## src/rtl/rcg_ctrl_div_req.sv

```systemverilog
// -----------------------------------------------------------------------------
// rcg_ctrl_div_req
//
// Purpose
//    Applies new division ratios to a bank of clock-divider controllers using a
//    4-phase request/acknowledge handshake. A ratio written by software is held
//    in a pending buffer. It is copied onto div_ratio only when no divider is
//    still acknowledging a previous request. After one settle cycle the block
//    raises divider_go and waits for every divider to acknowledge. It then drops
//    divider_go and waits for every acknowledge to fall. If either phase takes
//    too long, the sticky upd_timeout flag is raised.
//
// Parameters
//    DIV_NUM    number of divider controllers driven
//    DIV_WIDTH  ratio width per divider
//    RATIO_RST  ratio loaded into every slice (and the pending buffer) at reset
//    TO_WIDTH   timeout counter width; a phase gives up after 2^TO_WIDTH-1 cycles
//
// Ports
//    clk_in              in   1                   divider domain clock, rising edge
//    hgrst_n             in   1                   asynchronous active-low reset
//    cfg_wr              in   1                   one-cycle request to apply cfg_ratio
//    cfg_ratio           in   DIV_NUM*DIV_WIDTH   new ratios, slice i at [i*DIV_WIDTH +: DIV_WIDTH]
//    status_clr          in   1                   clears upd_timeout
//    divider_go_ack_vec  in   DIV_NUM             per-divider acknowledge (already in clk_in domain)
//    div_ratio           out  DIV_NUM*DIV_WIDTH   registered ratios to the dividers
//    divider_go          out  1                   registered update request, common to all dividers
//    upd_busy            out  1                   update in progress or pending
//    upd_done            out  1                   one-cycle pulse when a handshake completes
//    upd_timeout         out  1                   sticky handshake-timeout flag
// -----------------------------------------------------------------------------
module rcg_ctrl_div_req #(
   parameter int DIV_NUM   = 1,
   parameter int DIV_WIDTH = 16,
   parameter int RATIO_RST = 1,
   parameter int TO_WIDTH  = 10
) (
   input  logic                           clk_in,
   input  logic                           hgrst_n,
   input  logic                           cfg_wr,
   input  logic [DIV_NUM*DIV_WIDTH-1:0]   cfg_ratio,
   input  logic                           status_clr,
   input  logic [DIV_NUM-1:0]             divider_go_ack_vec,
   output logic [DIV_NUM*DIV_WIDTH-1:0]   div_ratio,
   output logic                           divider_go,
   output logic                           upd_busy,
   output logic                           upd_done,
   output logic                           upd_timeout
);

   // A phase lasts at most TO_MAX cycles. The counter starts at 0 in the
   // first cycle of a phase, so the give-up decision is taken when it holds
   // TO_MAX-1. That decision is the TO_MAX-th cycle of the phase.
   localparam int                    TO_MAX      = (1 << TO_WIDTH) - 1;
   localparam logic [TO_WIDTH-1:0]   TO_LAST     = TO_WIDTH'(TO_MAX - 1);
   localparam logic [DIV_WIDTH-1:0]  RATIO_RST_W = DIV_WIDTH'(RATIO_RST);

   typedef enum logic [2:0] {
      ST_IDLE,
      ST_LOAD,
      ST_SETUP,
      ST_REQ,
      ST_RELEASE,
      ST_DONE
   } state_t;

   state_t                 state_reg;
   logic [TO_WIDTH-1:0]    cnt_reg;
   logic                   pend_reg;
   logic                   go_reg;
   logic                   done_reg;
   logic                   timeout_reg;
   logic                   to_hit_reg;     // current handshake already timed out in REQ
   logic [1:0]             rst_sync_reg;
   logic                   rst_n;
   logic                   ack_all;
   logic                   ack_any;
   logic                   load_en;

   // --------------------------------------------------------------------------
   // Reset conditioning. Assertion reaches every flop at once, so divider_go
   // drops immediately even in the middle of a handshake. Release is re-timed
   // to clk_in through two flops. The first state change therefore cannot
   // happen before the second rising edge after hgrst_n deasserts.
   // --------------------------------------------------------------------------
   always_ff @(posedge clk_in or negedge hgrst_n) begin
      if (!hgrst_n) begin
         rst_sync_reg <= 2'b00;
      end else begin
         rst_sync_reg <= {rst_sync_reg[0], 1'b1};
      end
   end

   assign rst_n   = rst_sync_reg[1];

   assign ack_all = &divider_go_ack_vec;
   assign ack_any = |divider_go_ack_vec;
   assign load_en = (state_reg == ST_LOAD);

   // --------------------------------------------------------------------------
   // Per-divider data path: pending buffer (last cfg_wr wins) and the ratio
   // register presented to the divider. div_ratio changes only in LOAD. That
   // keeps it stable through SETUP, REQ and RELEASE.
   // --------------------------------------------------------------------------
   genvar gi;
   generate
      for (gi = 0; gi < DIV_NUM; gi++) begin : g_slice
         logic [DIV_WIDTH-1:0] pend_buf_reg;
         logic [DIV_WIDTH-1:0] ratio_reg;

         always_ff @(posedge clk_in or negedge rst_n) begin
            if (!rst_n) begin
               pend_buf_reg <= RATIO_RST_W;
               ratio_reg    <= RATIO_RST_W;
            end else begin
               if (cfg_wr) begin
                  pend_buf_reg <= cfg_ratio[gi*DIV_WIDTH +: DIV_WIDTH];
               end
               // A cfg_wr in the LOAD cycle itself is not lost. The buffer
               // takes the new value here, LOAD copies the older one, and
               // pend stays set so a second update follows.
               if (load_en) begin
                  ratio_reg <= pend_buf_reg;
               end
            end
         end

         assign div_ratio[gi*DIV_WIDTH +: DIV_WIDTH] = ratio_reg;
      end
   endgenerate

   // --------------------------------------------------------------------------
   // Handshake FSM with registered outputs.
   // --------------------------------------------------------------------------
   always_ff @(posedge clk_in or negedge rst_n) begin
      if (!rst_n) begin
         state_reg   <= ST_IDLE;
         cnt_reg     <= '0;
         pend_reg    <= 1'b0;
         go_reg      <= 1'b0;
         done_reg    <= 1'b0;
         timeout_reg <= 1'b0;
         to_hit_reg  <= 1'b0;
      end else begin
         if (cfg_wr) begin
            pend_reg <= 1'b1;
         end

         // The clear comes first. Any timeout set below in the same cycle
         // overrides it.
         if (status_clr) begin
            timeout_reg <= 1'b0;
         end

         case (state_reg)
            ST_IDLE: begin
               go_reg   <= 1'b0;
               done_reg <= 1'b0;
               cnt_reg  <= '0;
               // Do not start while any divider still acknowledges an
               // earlier request, e.g. after a timeout or reset.
               if ((pend_reg || cfg_wr) && !ack_any) begin
                  state_reg <= ST_LOAD;
               end
            end

            ST_LOAD: begin
               if (!cfg_wr) begin
                  pend_reg <= 1'b0;
               end
               to_hit_reg <= 1'b0;
               state_reg  <= ST_SETUP;
            end

            ST_SETUP: begin
               go_reg    <= 1'b1;
               cnt_reg   <= '0;
               state_reg <= ST_REQ;
            end

            ST_REQ: begin
               // Only a cycle with every ack high counts. Partial acks, or an
               // ack that rose and fell again, keep the request waiting.
               if (ack_all) begin
                  go_reg    <= 1'b0;
                  cnt_reg   <= '0;
                  state_reg <= ST_RELEASE;
               end else if (cnt_reg == TO_LAST) begin
                  go_reg      <= 1'b0;
                  cnt_reg     <= '0;
                  timeout_reg <= 1'b1;
                  to_hit_reg  <= 1'b1;
                  state_reg   <= ST_RELEASE;
               end else begin
                  cnt_reg <= cnt_reg + 1'b1;
               end
            end

            ST_RELEASE: begin
               if (!ack_any) begin
                  // A handshake that timed out in REQ never completed. It
                  // still drains through DONE, but with no upd_done pulse.
                  done_reg  <= !to_hit_reg;
                  cnt_reg   <= '0;
                  state_reg <= ST_DONE;
               end else if (cnt_reg == TO_LAST) begin
                  cnt_reg     <= '0;
                  timeout_reg <= 1'b1;
                  state_reg   <= ST_IDLE;
               end else begin
                  cnt_reg <= cnt_reg + 1'b1;
               end
            end

            ST_DONE: begin
               done_reg  <= 1'b0;
               state_reg <= ST_IDLE;
            end

            default: begin
               go_reg    <= 1'b0;
               done_reg  <= 1'b0;
               cnt_reg   <= '0;
               state_reg <= ST_IDLE;
            end
         endcase
      end
   end

   assign divider_go  = go_reg;
   assign upd_done    = done_reg;
   assign upd_timeout = timeout_reg;
   assign upd_busy    = (state_reg != ST_IDLE) || pend_reg;

endmodule

```

## config.mk

```make
export PLATFORM = sky130hd
export DESIGN_NAME = rcg_ctrl_div_req
export DESIGN_NICKNAME = d
export VERILOG_FILES = /design/src/rtl/rcg_ctrl_div_req.sv
export SDC_FILE = /design/constraint.sdc
export NUM_CORES = 1
export LEC_CHECK = 0
export CAP_MARGIN = 20
export CORE_AREA = 4 4 76 78
export CTS_BUF_LIST = sky130_fd_sc_hd__clkbuf_4 sky130_fd_sc_hd__clkbuf_8 sky130_fd_sc_hd__clkbuf_16
export DETAILED_ROUTE_END_ITERATION = 8
export DIE_AREA = 0 0 80 82
export PLACE_DENSITY = 0.76
export REMOVE_ABC_BUFFERS = 1
export SYNTH_ARGS = -nofsm -noshare
export SYNTH_HDL_FRONTEND = slang
export SYNTH_SLANG_ARGS = --single-unit
```

## constraint.sdc

```tcl
create_clock -name clk_in -period 1.5 [get_ports clk_in]
set_input_delay 0.45 -clock clk_in [delete_from_list [all_inputs] [get_ports clk_in]]
set_output_delay 0.45 -clock clk_in [all_outputs]
set_load 0.03 [all_outputs]
```

==> metrics.cfg <==
[yosys]
ys.flop_type=dfrtp_1
synthesis.area_mm2=0.002326
synth.yosys.seq_area_share_pct=56.05
synth.top_cell.area_share_pct=53.79
yosysWarningCount=0
avgSynthCellArea_um2=12.51
synthTopCellsByCount=dfrtp_1 (50), mux2_2 (32), nor2_1 (9)
yosys.area.top_type=dfrtp_1
synthArstFlopShare_pct=100.0
synth_edf_count=0
synth.distinct_cells=42
synth_seq_cells=52
syn_inst=186
ys_top_cells_by_area=dfrtp_1 (54%), mux2_2 (15%), dfstp_2 (2.3%), a21oi_1 (1.7%), nand3_1 (1.7%)
synth_most_common_cell=dfrtp_1

[cells_and_area]
num-nets-final=273
antenna_cells=0
area_growth_pct=35.83
drive_gt1_share_pct=42.23

[sta]
post-route-period-util_pct=104.0
timing.final.hold_violations=0
fin_hold_ws_ps=141.1
grt_setup_unrepaired=yes
fin_worst_skew_ps=8.770
finalSetupViolCount=1
setup_slack_ps=-60.23
fmax_mhz=640.9
drv_slew=0
fin_crit_ps=1560

[pwr]
finalPower_uw=5712
leakagePower_uw=0.001347
p_per_area_mw_per_mm2=1808
vdd_ir_drop_max_mv=1.151

[hold_path]
min_path_type=flip-flop to async pin

[worst_setup_path]
critPathLaunchType=flip-flop
worst_path_max_delay_cell=dfrtp_1
slowest_delay_ps=410
worst_setup_path_end_kind=output port
path_max_fanout=2
cp_cell_sequence=buf_6, nor2_4, nand2_1, buf_6
worstPathArrival_ps=1110
worst_path_most_repeated_cell=buf_6
cp_data_required_time_ps=1050
path_class=flip-flop to output port

[floorplan]
die_area_mm2=0.006560
die_w_um=80
fp.dieH_um=82
rows=26
ioPinCount=41
start_util_pct=45.83
coreArea_mm2=0.005075

[drt]
first_pass_iters=4
drc=0
vias=1633
wire_per_inst_um=14.53
drtIter0Drc=102
via_per_inst=5.087
ant_nets=0
wirelength_um=4664

[global_routing]
grt_pass1_wl_um=7707
grt_pass1_vias=1626
grt_max_degree=41
antenna_found_initial=0
grt_use_total_pct=15.41
grt.overflow.total=0

[place]
dpl.hpwl_um=3167
io_buffers=40
place_congestion=0.7756

[clock_tree]
insertion_delay_ps=310
clk_pin_slew_worst_paths_ps=100
cts.sinks=52
cts_hold_buffers=0
cts_tree=done
h-tree-depth=2
cts_buffers=5
clockRootBuffer=clkbuf_8
cts.path.max_buffers=2

[run]
cap_violations=0

[status]
violations=negative setup slack
status=complete, but fails checks

## final cells by class
cell class,count,area (um2)
clock buffers,6,82.58
clock inverters,2,38.79
fillers,424,1916
inverters,9,33.78
multi-input cells,116,968.4
flip-flops and latches,52,1308
well taps,70,87.58
repair buffers,66,640.6
## timing repair
| item | in CTS | in global routing |
|---|---|---|
| setup endpoints to repair | 24 | 29 |
| resized for setup | 46 | 15 |
| pin swaps | 2 | 5 |
| setup buffers | 5 | 1 |
## placed cells by master, fill, tap and decap left out, types with 3 or more instances in the layout
cell and n:
clkdlybuf4s15_2 11, clkbuf_8 6, o21ai_1 5, buf_12 4, clkdlybuf4s50_1 19, buf_6 3, clkbuf_2 4, dfrtp_1 47
buf_4 24, o22ai_1 4, mux2_2 32, nand3_1 7, a21oi_1 6, o21ai_0 5, nand2_1 8, nand4_1 4
nor2_1 7, inv_1 8, dfrtp_2 3
## logic make-up (layout without fill, tap and decap cells)
logic type | Yosys count | after routing | synth area share [%]
DFF | 52 | 52 | 56.05
and+or+nand+nor | 45 | 45 | 11.83
muxes | 34 | 34 | 16.35
AOI/OAI and AO/OA | 32 | 32 | 9.522
buffers and inverters | 18 | 83 | 4.249
adders and majority gates | 2 | 2 | 1.076
xor gates and xnor gates | 2 | 2 | 0.7532
other | 1 | 1 | 0.1612
## layer usage
layer  global-route usage, %  routed length (um)  up-vias
met2                   24.50                2176       43
li1                        -                   -      790
met1                   19.52                2114      795
met5                       0                   0        -
met4                   6.081                  62        0
met3                   5.044                 310        5
## path summary, 6_finish.rpt
path,from,to,slack [ps],cells past startpoint
min in group clk_in,rst_sync_reg[0]$_DFF_PN0_,rst_sync_reg[1]$_DFF_PN0_,360,0
setup reg to reg,state_reg[2]$_DFFE_PN0P_,div_ratio[3]$_DFFE_PN0P_,30,5
hold reg to reg,rst_sync_reg[1]$_DFF_PN0_,g_slice[0].pend_buf_reg[10]$_DFFE_PN0P_,140,0
setup / recovery,state_reg[2]$_DFFE_PN0P_,upd_busy,-60,4
hold / removal,rst_sync_reg[1]$_DFF_PN0_,g_slice[0].pend_buf_reg[10]$_DFFE_PN0P_,140,0
max in group asynchronous,rst_sync_reg[1]$_DFF_PN0_,g_slice[0].pend_buf_reg[0]$_DFFE_PN1P_,810,1
## worst max-delay path: cells and delay by family (launching register included)
family        cells  cell delay [ps]
flops             1              410
buf+inv           2              270
simple gates      2              120
## through the flow
| step | TNS [ps] | instances | util (%) | cell area, um2 | setup WS [ps] |
|---|---|---|---|---|---|
| final | -60.23 | 321 | 62.25 | 3159 | -60.23 |
| after global routing | -583.9 | 321 | 62.25 | 3159 | -112.9 |
| after CTS | -347.0 | 320 | 61.54 | 3123 | -89.43 |
| after detailed placement | -6118 | 307 | 57.89 | 2938 | -430.9 |
| after global placement | -5618 | 307 | 57.89 | 2938 | -391.8 |
| after floorplan | -2458 | 177 | - | 2261 | -51.21 |
## report_power, final
group,switching (uW),internal (uW),leakage [uW],total [uW]
sequential,224,1780,0.000634,2010
clock,464,546,0.0000614,1010
combinational,1390,1310,0.000652,2690
Note: power is estimated with default switching activity, not from simulation.
